File: config.mk
export PLATFORM = sky130hd
export DESIGN_NAME = pulse_period_meter
export DESIGN_NICKNAME = d
export VERILOG_FILES = /design/src/rtl/pulse_period_meter.sv
export SDC_FILE = /design/constraint.sdc
export NUM_CORES = 1
export LEC_CHECK = 0
export CAP_MARGIN = 25
export CORE_MARGIN = 1.5
export CORE_UTILIZATION = 30
export DETAILED_ROUTE_END_ITERATION = 12
export PLACE_DENSITY = 0.57
export SLEW_MARGIN = 20
export SYNTH_ARGS = -nofsm -noshare
export SYNTH_HDL_FRONTEND = slang
export SYNTH_SLANG_ARGS = --single-unit
File: constraint.sdc
create_clock -name clk -period 5.5 [get_ports clk]
set_input_delay 1.1 -clock clk [delete_from_list [all_inputs] [get_ports clk]]
set_output_delay 1.1 -clock clk [all_outputs]
set_load 0.05 [all_outputs]
File: src/rtl/pulse_period_meter.sv
// Measures high time, low time and period of an asynchronous square wave in clk cycles,
// delivering each measurement over valid/ready and flagging stuck inputs and dropped results.
module pulse_period_meter #(
   parameter int CNT_W       = 16,
   parameter int SYNC_STAGES = 2,
   parameter int TIMEOUT     = 1000
) (
   input  logic             clk,
   input  logic             rst_n,
   input  logic             enable,
   input  logic             sig_in,
   output logic             meas_valid,
   input  logic             meas_ready,
   output logic [CNT_W-1:0] high_len,
   output logic [CNT_W-1:0] low_len,
   output logic [CNT_W:0]   period,
   output logic             stuck,
   output logic             stuck_level,
   output logic             dropped
);

   typedef enum logic [1:0] {
      ST_IDLE,
      ST_WAIT_RISE,
      ST_MEAS_HIGH,
      ST_MEAS_LOW
   } state_t;

   localparam logic [CNT_W-1:0] TIMEOUT_C = CNT_W'(TIMEOUT);

   state_t                 r_state;
   state_t                 w_state_nxt;
   logic [SYNC_STAGES-1:0] r_sync;
   logic                   r_prev;
   logic [CNT_W-1:0]       r_cnt;
   logic [CNT_W-1:0]       r_high;
   logic                   r_meas_valid;
   logic [CNT_W-1:0]       r_high_len;
   logic [CNT_W-1:0]       r_low_len;
   logic [CNT_W:0]         r_period;
   logic                   r_stuck;
   logic                   r_stuck_level;
   logic                   r_dropped;

   logic w_s;
   logic w_rise;
   logic w_fall;
   logic w_edge;
   logic w_timeout;
   logic w_issue;
   logic w_load;

   assign w_s       = r_sync[SYNC_STAGES-1];
   assign w_rise    = w_s & ~r_prev;
   assign w_fall    = ~w_s & r_prev;
   assign w_edge    = w_rise | w_fall;
   assign w_timeout = (r_state != ST_IDLE) && !w_edge && (r_cnt == TIMEOUT_C);
   assign w_issue   = enable && (r_state == ST_MEAS_LOW) && w_rise;
   assign w_load    = w_issue && (!r_meas_valid || meas_ready);

   // NOTE: sequential state uses non-blocking assignments so every flop samples pre-edge values.
   always_ff @(posedge clk or negedge rst_n) begin
      if (!rst_n) begin
         r_state <= ST_IDLE;
         r_sync  <= '0;
         r_prev  <= 1'b0;
      end else begin
         r_state <= w_state_nxt;
         r_sync  <= {r_sync[SYNC_STAGES-2:0], sig_in};
         r_prev  <= w_s;
      end
   end

   // NOTE: next state gets a default first so no path through the block infers a latch.
   always_comb begin
      w_state_nxt = r_state;
      if (!enable) begin
         w_state_nxt = ST_IDLE;
      end else begin
         unique case (r_state)
            ST_IDLE:      w_state_nxt = ST_WAIT_RISE;
            ST_WAIT_RISE: if (w_rise) w_state_nxt = ST_MEAS_HIGH;
            ST_MEAS_HIGH: begin
               if (w_fall)         w_state_nxt = ST_MEAS_LOW;
               else if (w_timeout) w_state_nxt = ST_WAIT_RISE;
            end
            ST_MEAS_LOW: begin
               if (w_rise)         w_state_nxt = ST_MEAS_HIGH;
               else if (w_timeout) w_state_nxt = ST_WAIT_RISE;
            end
            default:      w_state_nxt = ST_IDLE;
         endcase
      end
   end

   // Run counter saturates at TIMEOUT so a stuck input parks it there.
   always_ff @(posedge clk or negedge rst_n) begin
      if (!rst_n) begin
         r_cnt  <= '0;
         r_high <= '0;
      end else begin
         if (!enable || r_state == ST_IDLE) r_cnt <= '0;
         else if (w_edge)                   r_cnt <= CNT_W'(1);
         else if (r_cnt != TIMEOUT_C)       r_cnt <= r_cnt + CNT_W'(1);
         if (enable && r_state == ST_MEAS_HIGH && w_fall) r_high <= r_cnt;
      end
   end

   always_ff @(posedge clk or negedge rst_n) begin
      if (!rst_n) begin
         r_stuck       <= 1'b0;
         r_stuck_level <= 1'b0;
         r_dropped     <= 1'b0;
      end else if (!enable) begin
         r_stuck       <= 1'b0;
         r_stuck_level <= 1'b0;
         r_dropped     <= 1'b0;
      end else begin
         if (w_edge) begin
            r_stuck       <= 1'b0;
            r_stuck_level <= 1'b0;
         end else if (w_timeout) begin
            r_stuck       <= 1'b1;
            r_stuck_level <= w_s;
         end
         if (w_issue && r_meas_valid && !meas_ready) r_dropped <= 1'b1;
      end
   end

   // Output register keeps its data after acceptance; only valid drops.
   always_ff @(posedge clk or negedge rst_n) begin
      if (!rst_n) begin
         r_meas_valid <= 1'b0;
         r_high_len   <= '0;
         r_low_len    <= '0;
         r_period     <= '0;
      end else if (w_load) begin
         r_meas_valid <= 1'b1;
         r_high_len   <= r_high;
         r_low_len    <= r_cnt;
         r_period     <= {1'b0, r_high} + {1'b0, r_cnt};
      end else if (r_meas_valid && meas_ready) begin
         r_meas_valid <= 1'b0;
      end
   end

   assign meas_valid  = r_meas_valid;
   assign high_len    = r_high_len;
   assign low_len     = r_low_len;
   assign period      = r_period;
   assign stuck       = r_stuck;
   assign stuck_level = r_stuck_level;
   assign dropped     = r_dropped;

endmodule

# Word level (Yosys, flattened, before mapping)
# Cells that the tools add are included.
dict set report totals {
  ff_bits 90
  in_bits 5
  output_inout_bits 53
  wordCells 66
}
dict set report classes {
  add_sub_neg 2
  n_eq_ne 8
  n_mux 19
  n_bitwise 5
  n_reduce_logical 20
}
# op n
set ops {}
lappend ops {{$mux 16} 3}
lappend ops {{$add 16x16->17} 1}
lappend ops {{$add 16x1->16 const B} 1}
lappend ops {{$eq 16x10->1 const B} 1}
lappend ops {{$ne 16x10->1 const B} 1}
lappend ops {{$logic_and 1x1->1} 10}
lappend ops {{$mux 1} 10}
lappend ops {{$mux 2} 5}
lappend ops {{$pmux 2 s4} 1}
lappend ops {{$eq 2x2->1 const B} 2}
lappend ops {{$logic_not 1->1} 4}
lappend ops {{$reduce_bool 2->1} 2}
lappend ops {{$ne 3x1->1 const B} 1}
lappend ops {{$ne 3x3->1 const B} 1}
lappend ops {{$reduce_bool 3->1} 1}
lappend ops {{$and 1x1->1} 2}
lappend ops {{$eq 2x1->1 const B} 1}
lappend ops {{$logic_not 2->1} 1}
lappend ops {{$logic_or 1x1->1} 2}
lappend ops {{$ne 2x1->1 const B} 1}
lappend ops {{$not 1->1} 2}
lappend ops {{$or 1x1->1} 1}

# Logic depth before layout (Yosys ltp)
# Gate-level depths: netlist of the first run.
dict set report depth {
  depth_word 10
  ltp_mapped 9
  ltp_nobuf 8
}

# Worst setup path before layout of the first run
# Ideal clock, no wire load.
dict set report synth_timing {
  kind {register -> register}
  startpoint {register r_cnt[0]}
  endpoint {register r_period[16] (netlist: period[16])}
  setup_time_ns 0.127
  t_arrival_ns 2.134
  t_required_ns 5.373
  setup_slack_ns 3.239
  stages_incl_launch_ff 9
  path_buffers 0
  period_less_slack_ns 2.261
  path_cell_list {dfrtp_1 ha_1 fa_1 a21o_1 a311o_2 a21oi_4 a211oi_1 nor4b_1 nor2_1}
}
dict set report synth_via {
  elab_chain_cells 1
}
# item line
set synth_rtl {}
lappend synth_rtl {{start: declaration} 35} ;# logic [CNT_W-1:0] r_cnt;
lappend synth_rtl {{start signal: assignment} 104} ;# else if (r_cnt != TIMEOUT_C) r_cnt <= r_cnt + CNT_W'(1);
lappend synth_rtl {{$add 16x16->17} 141} ;# r_period <= {1'b0, r_high} + {1'b0, r_cnt};
lappend synth_rtl {{end signal: assignment} 141}
lappend synth_rtl {{end: declaration} 40} ;# logic [CNT_W:0] r_period;
# No other way between the ends.
# A chain may end at the register's enable or synchronous reset.

# Worst setup path after layout of the first run
dict set report layout_timing {
  startpoint {input enable}
  endpoint {register r_period[15] (netlist: period[15])}
}
dict set report layout_via {
  elab_chain_cells 3
}
# item line
set layout_rtl {}
lappend layout_rtl {{start: declaration} 10} ;# input logic enable,
lappend layout_rtl {{$logic_and 1x1->1 (2 in a row)} 58} ;# assign w_issue = enable && (r_state == ST_MEAS_LOW) && w_rise;
lappend layout_rtl {{$logic_and 1x1->1} 59} ;# assign w_load = w_issue && (!r_meas_valid || meas_ready);
# No other way between the ends.

==> flow_summary.toml, run 1 <==
[drt]
wl_met1_mm = 4.48
drt-pass1-iter-count = 4
drt-total-wl_mm = 9.72
wl_met3_um = 472
ant_nets = 0
drc_errors = 0
wl_met2_mm = 4.60
routedWlPerCell_um = 14.2
num_vias = 3244
top_layer_used = "met4"
drt_iter0_drc = 176
viasPerCell = 4.73

[clocking]
htree_levels = 3
cts_resized = 0
clock_latency_ns = 0.34
cts_hold_buf = 0
cts_tree = "done"
cts_root_buf = "clkbuf_16"
cts_buffers = 9
clkTransAtPathRegs_ns = 0.06
postCtsSetupRepairBufs = 0
clock_sinks = 90
clock_path_buffers = 2

[timing]
relSlewSlack_pct = 38.0
worst_pin_slew_ns = 0.927
rsz0062_at_grt = "no"
fin_crit_ns = 2.99
slew_violations = 0
fin_tns_setup_ns = 0
finalClockSkew_ns = 0.00713
finalSetupViolCount = 0
finalCritPeriodShare_pct = 54.4
hold_viol_final = 0
clock.fmax_mhz = 334
setup_ws_ns = 2.51

[cells_and_area]
antenna-diode-count = 0
area_growth_pct = 23.9
final_cell_mix = "nand2_1, dfrtp_1, clkdlybuf4s50_1"
layout_commonest_cell = "nand2_1"
nets = 529
drive_gt1_share_pct = 8.30

[yosys]
ys_warn_count = 0
postSynthCellCount = 447
synth.distinct_cells = 44
ys_seq_area_share_pct = 52.0
syn_area_mm2 = 0.00433
ys_seq_elements = 90
syn_nets = 474
avgSynthCellArea_um2 = 9.68

[hold_path]
min_path_type = "flop to flop"
hp-start = "r_sync[0]"

[global_route]
grt_max_degree = 69
grt_pass1_vias = 3141
track_usage_pct = 13.4
grt_overflow_total = 0
antenna_found_initial = 0
grt_pass1_wl_mm = 15.7

[setup_path]
worst_setup_path_end_kind = "flop"
ff2ff_setup_slack_ns = 2.90
r2r_start = "r_cnt[0]"
rr_endpoint = "period[16]"
critPathKind = "primary input to flop"
critPathLaunch = "enable"
critPathLaunchType = "primary input"
cp.arrival_ns = 3.26
path_max_fanout = 52
rr_worst_depth = 8
crit_end = "period[15]"
required_ns = 5.77

[place]
io_buffers = 57
dp_hpwl_mm = 6.94
routabilityCongestion = 0.797
place_ws_ns = 2.12

[floorplanning]
die_h_um = 123
core_area_mm2 = 0.0140
placementRows = 43
initial_utilization_pct = 30.9
die_w_um = 123
die-area_mm2 = 0.0152
io_pins = 58

[outcome]
status = "finished, final reports clean"

[job]
drv_cap = 0

[power]
ir_worst_vdd_v = 0.000135
powerDensity_mw_per_mm2 = 256
p_leak_nw = 2.56
[sequential cells by signal, summed over array words and instances, names as in the netlist]
signal       flops
dropped          1
high_len        16
meas_valid       1
r_high          16
r_sync           2
r_prev           1
stuck            1
period          17
r_state          2
r_cnt           16
stuck_level      1
low_len         16
[logic make-up (layout without fill, tap and decap cells)]
family | Yosys count | count (layout) | synth area share (%)
AND/OR/NAND/NOR | 202 | 202 | 20.0
XOR/XNOR | 25 | 25 | 5.06
multiplexers | 15 | 15 | 3.87
adder cells (fa/ha/maj) | 22 | 22 | 6.53
flip-flops | 90 | 90 | 52.0
buffers and inverters | 27 | 86 | 3.09
AO/OA/AOI/OAI | 66 | 66 | 9.45
[power breakdown]
part / switching, mW / internal (mW) / total, mW
registers: 0.00619 / 0.669 / 0.675
logic: 0.0400 / 0.0160 / 0.0561
clock network: 0.248 / 0.393 / 0.640
[Yosys cell counts (all sizes together)]
cell    count  area (um^2)
a311o       1         11.3
o21ai      27          139
a21o        6         46.3
ha         21          263
xnor2      10         87.6
dfrtp      90         2250
a21oi      21          116
or3         1         6.26
or4         1         7.51
a211oi      2         27.5
fa          1         20.0
a21boi      1         7.51
nand2b      3         18.8
mux2       14          158
nor2       28          105
o41a        1         11.3
nand3b      1         7.51
nand3      10         50.1
nor2b       3         18.8
nand4       8         50.1
and2        1         6.26
o21a        1         7.51
clkbuf     13         78.8
buf         3         13.8
a221oi      1         8.76
inv        11         41.3
a31oi       4         25.0
xor2       15          131
mux2i       1         10.0
nand2     132          495
nor3        2         10.0
or2         1         6.26
and3        8         56.3
nor4b       3         26.3
o311ai      1         8.76
[metrics by stage]
stage	cells	power, mW	hold WS [ns]	util [%]	area [um^2]
final	686	1.37	0.350	38.4	5370
after global routing	686	1.42	0.368	38.4	5370
after CTS	686	1.39	0.352	38.4	5370
after detailed placement	671	0.745	0.338	36.2	5060
after global placement	671	0.744	0.334	36.2	5060
after floorplan	447	0.716	0.331	-	4330
[worst min path at each step]
stage / end / slack, ns / cells past startpoint
2_1_floorplan: r_sync[1] / 0.33 / 0
3_5_place_dp: r_sync[1] / 0.34 / 0
5_1_grt: r_sync[1] / 0.37 / 0
3_3_place_gp: r_sync[1] / 0.33 / 0
6_report: r_sync[1] / 0.35 / 0
4_1_cts: r_sync[1] / 0.35 / 0
[worst max-delay path, cell delays in order]
cell	delay, ns
clkdlybuf4s50_1	0.57
nand4_1	0.18
nand2b_2	0.63
or4_1	0.68
nand3_1	0.09
[cell type report]
type / count / area, um^2
Fill cell: 1385 / 8620
Sequential cell: 90 / 2250
Multi-Input combinational cell: 330 / 1950
Timing Repair Buffer: 60 / 591
Clock buffer: 9 / 225
Tap cell: 180 / 225
Clock inverter: 6 / 82.6
Inverter: 11 / 41.3
[layer usage]
metal	GRT usage, %	up-vias
li1	-	1604
met1	17.3	1560
met2	21.4	67
met3	3.60	13
met4	5.39	0
met5	0	-
Power figures use the tool's default switching activity.
==> run 2, diff against run 1 <==
- PLACE_DENSITY: 0.57 -> 0.59
- clock period: 5.5 -> 2.5 ns (I/O delays scaled with it)
==> run 2 against run 1 <==
Clock power is 120% higher; cell count is 1.7% higher; sequential cell count stayed put; via count is 0.15% higher; first-iteration DRC count is 39% lower; final area is 2.2% higher; die area stayed put; non-clock buffer count is 11 higher; sequential share of layout area is 0.90 points lower.
==> flow_summary.toml, run 2 (same netlist as run 1, synthesis figures left out) <==
[drt]
viasPerCell = 4.65
num_vias = 3249
routedWlPerCell_um = 14.1
drt_iter0_drc = 108
drt-total-wl_mm = 9.84
ant_nets = 0
drc_errors = 0
drt-pass1-iter-count = 4

[place]
place_ws_ns = 0.145
io_buffers = 57
placed_area_mm2 = 0.00516
routabilityCongestion = 0.843
place_inst = 681
dp_hpwl_mm = 7.32

[clocking]
clock_path_buffers = 2
cts_root_buf = "clkbuf_16"
cts_tree = "done"
clock_latency_ns = 0.35
cts_buffers = 9
clock_sinks = 90
clkTransAtPathRegs_ns = 0.07
htree_levels = 3

[cells_and_area]
utilization_pct = 39.2
area_growth_pct = 26.6
nets = 540
stdcell_area_mm2 = 0.00548
drive_gt1_share_pct = 11.0
final_cell_mix = "nand2_1, dfrtp_1, clkdlybuf4s50_1"
layout_commonest_cell = "nand2_1"
finalNonFillerCells = 698
n_fill_cell = 1404
largest_register_ffs = 17
antenna-diode-count = 0

[setup_path]
crit_end = "period[16]"
rr_endpoint = "period[16]"
critPathLaunch = "r_cnt[0]"
required_ns = 2.74
critPathSlowestCell = "dfrtp_1"
critPathLaunchType = "flop"
rr_worst_depth = 8
cp.arrival_ns = 2.51
ff2ff_setup_slack_ns = 0.23
crit_cells = 8
critPathKind = "flop to flop"
critPathTopFamily = "compound AO/OA/AOI/OAI gates"
slowest_delay_ns = 0.39
path_max_fanout = 4
path_cells = "ha_1 -> fa_2 -> a21o_1 -> a311o_2 -> a21oi_4 -> a211oi_2 -> nor4b_2 -> nor2_1"
r2r_start = "r_cnt[0]"
critPathBufInv = 0
worst_setup_path_end_kind = "flop"

[timing]
finalSetupViolCount = 0
fin_crit_ns = 2.27
worst_pin_slew_ns = 0.550
hold_viol_final = 0
setup_ws_ns = 0.228
rsz0062_at_grt = "no"
whs_ns = 0.132
fin_tns_setup_ns = 0
slew_violations = 0
finalClockSkew_ns = 0.00646
relSlewSlack_pct = 63.3
clock.fmax_mhz = 440
finalCritPeriodShare_pct = 90.9

[job]
drv_cap = 0

[global_route]
grt_pass1_vias = 3248
grt_pass1_wl_mm = 16.3
antenna_found_initial = 0
grt_max_degree = 50
track_usage_pct = 14.2
grt_overflow_total = 0

[power]
combPwrFrac_pct = 4.4
power_mw = 3.00
intPower_mw = 2.32
powerDensity_mw_per_mm2 = 547
ir_worst_vdd_v = 0.000371
power_frac_seq_pct = 49.5
clockPowerShare_pct = 46.1
switching_power_mw = 0.683
p_leak_nw = 2.62
netSwitchingFraction_pct = 22.8

[floorplanning]
core_area_mm2 = 0.0140
io_pins = 58
placementRows = 43
initial_utilization_pct = 30.9
die_h_um = 123
die_w_um = 123
die-area_mm2 = 0.0152

[outcome]
status = "finished, final reports clean"

[hold_path]
min_path_type = "primary input to asynchronous set/reset pin"
-- run 2: worst min-delay path by stage --
stage / endpoint / slack (ns)
CTS: low_len[6] / 0.15
detailed placement: r_sync[1] / 0.35
global placement: r_sync[1] / 0.33
floorplan: dropped / 0.20
finish: low_len[6] / 0.13
global route: r_cnt[8] / 0.18
-- run 2: final cells by class --
type                            instances  area, um^2  area share, %
Sequential cell                        90        2250           41.1
Multi-Input combinational cell        330        1960           35.8
Timing Repair Buffer                   71         698           12.7
Clock buffer                           10         239           4.36
Tap cell                              180         225           4.11
Clock inverter                          6        65.1           1.19
Inverter                               11        41.3          0.753
-- run 2: timing repair --
action                                  CTS  global route
endpoints found under the hold margin     0             0
endpoints found under the setup margin    0             2
resized for setup                         0             4
hold buffers                              0             0
buffers inserted                          0             1
-- run 2: per-layer routing --
| metal | GRT usage (%) | part of all wire [%] | up-vias |
|---|---|---|---|
| met5 | 0 | 0 | - |
| met4 | 5.17 | 1.5 | 0 |
| met3 | 3.64 | 3.5 | 11 |
| met2 | 21.9 | 47 | 51 |
| met1 | 19.2 | 48 | 1557 |
| li1 | - | - | 1630 |
-- run 2: power by group through the flow --
stage / logic (mW) / registers, mW / clock network [mW]
after CTS: 0.135 / 1.48 / 1.42
final: 0.131 / 1.48 / 1.38
after floorplan: 0.0384 / 1.54 / 0
after global routing: 0.147 / 1.49 / 1.49
after global placement: 0.133 / 1.51 / 0
after detailed placement: 0.135 / 1.51 / 0
-- run 2: worst reg2reg max path, delay by kind of cell (launching register included) --
family                   cells  cell delay, ns
AND/OR/NAND/NOR              2            0.33
flip-flops                   1            0.39
adder cells (fa/ha/maj)      2            0.59
AO/OA/AOI/OAI                4            0.86
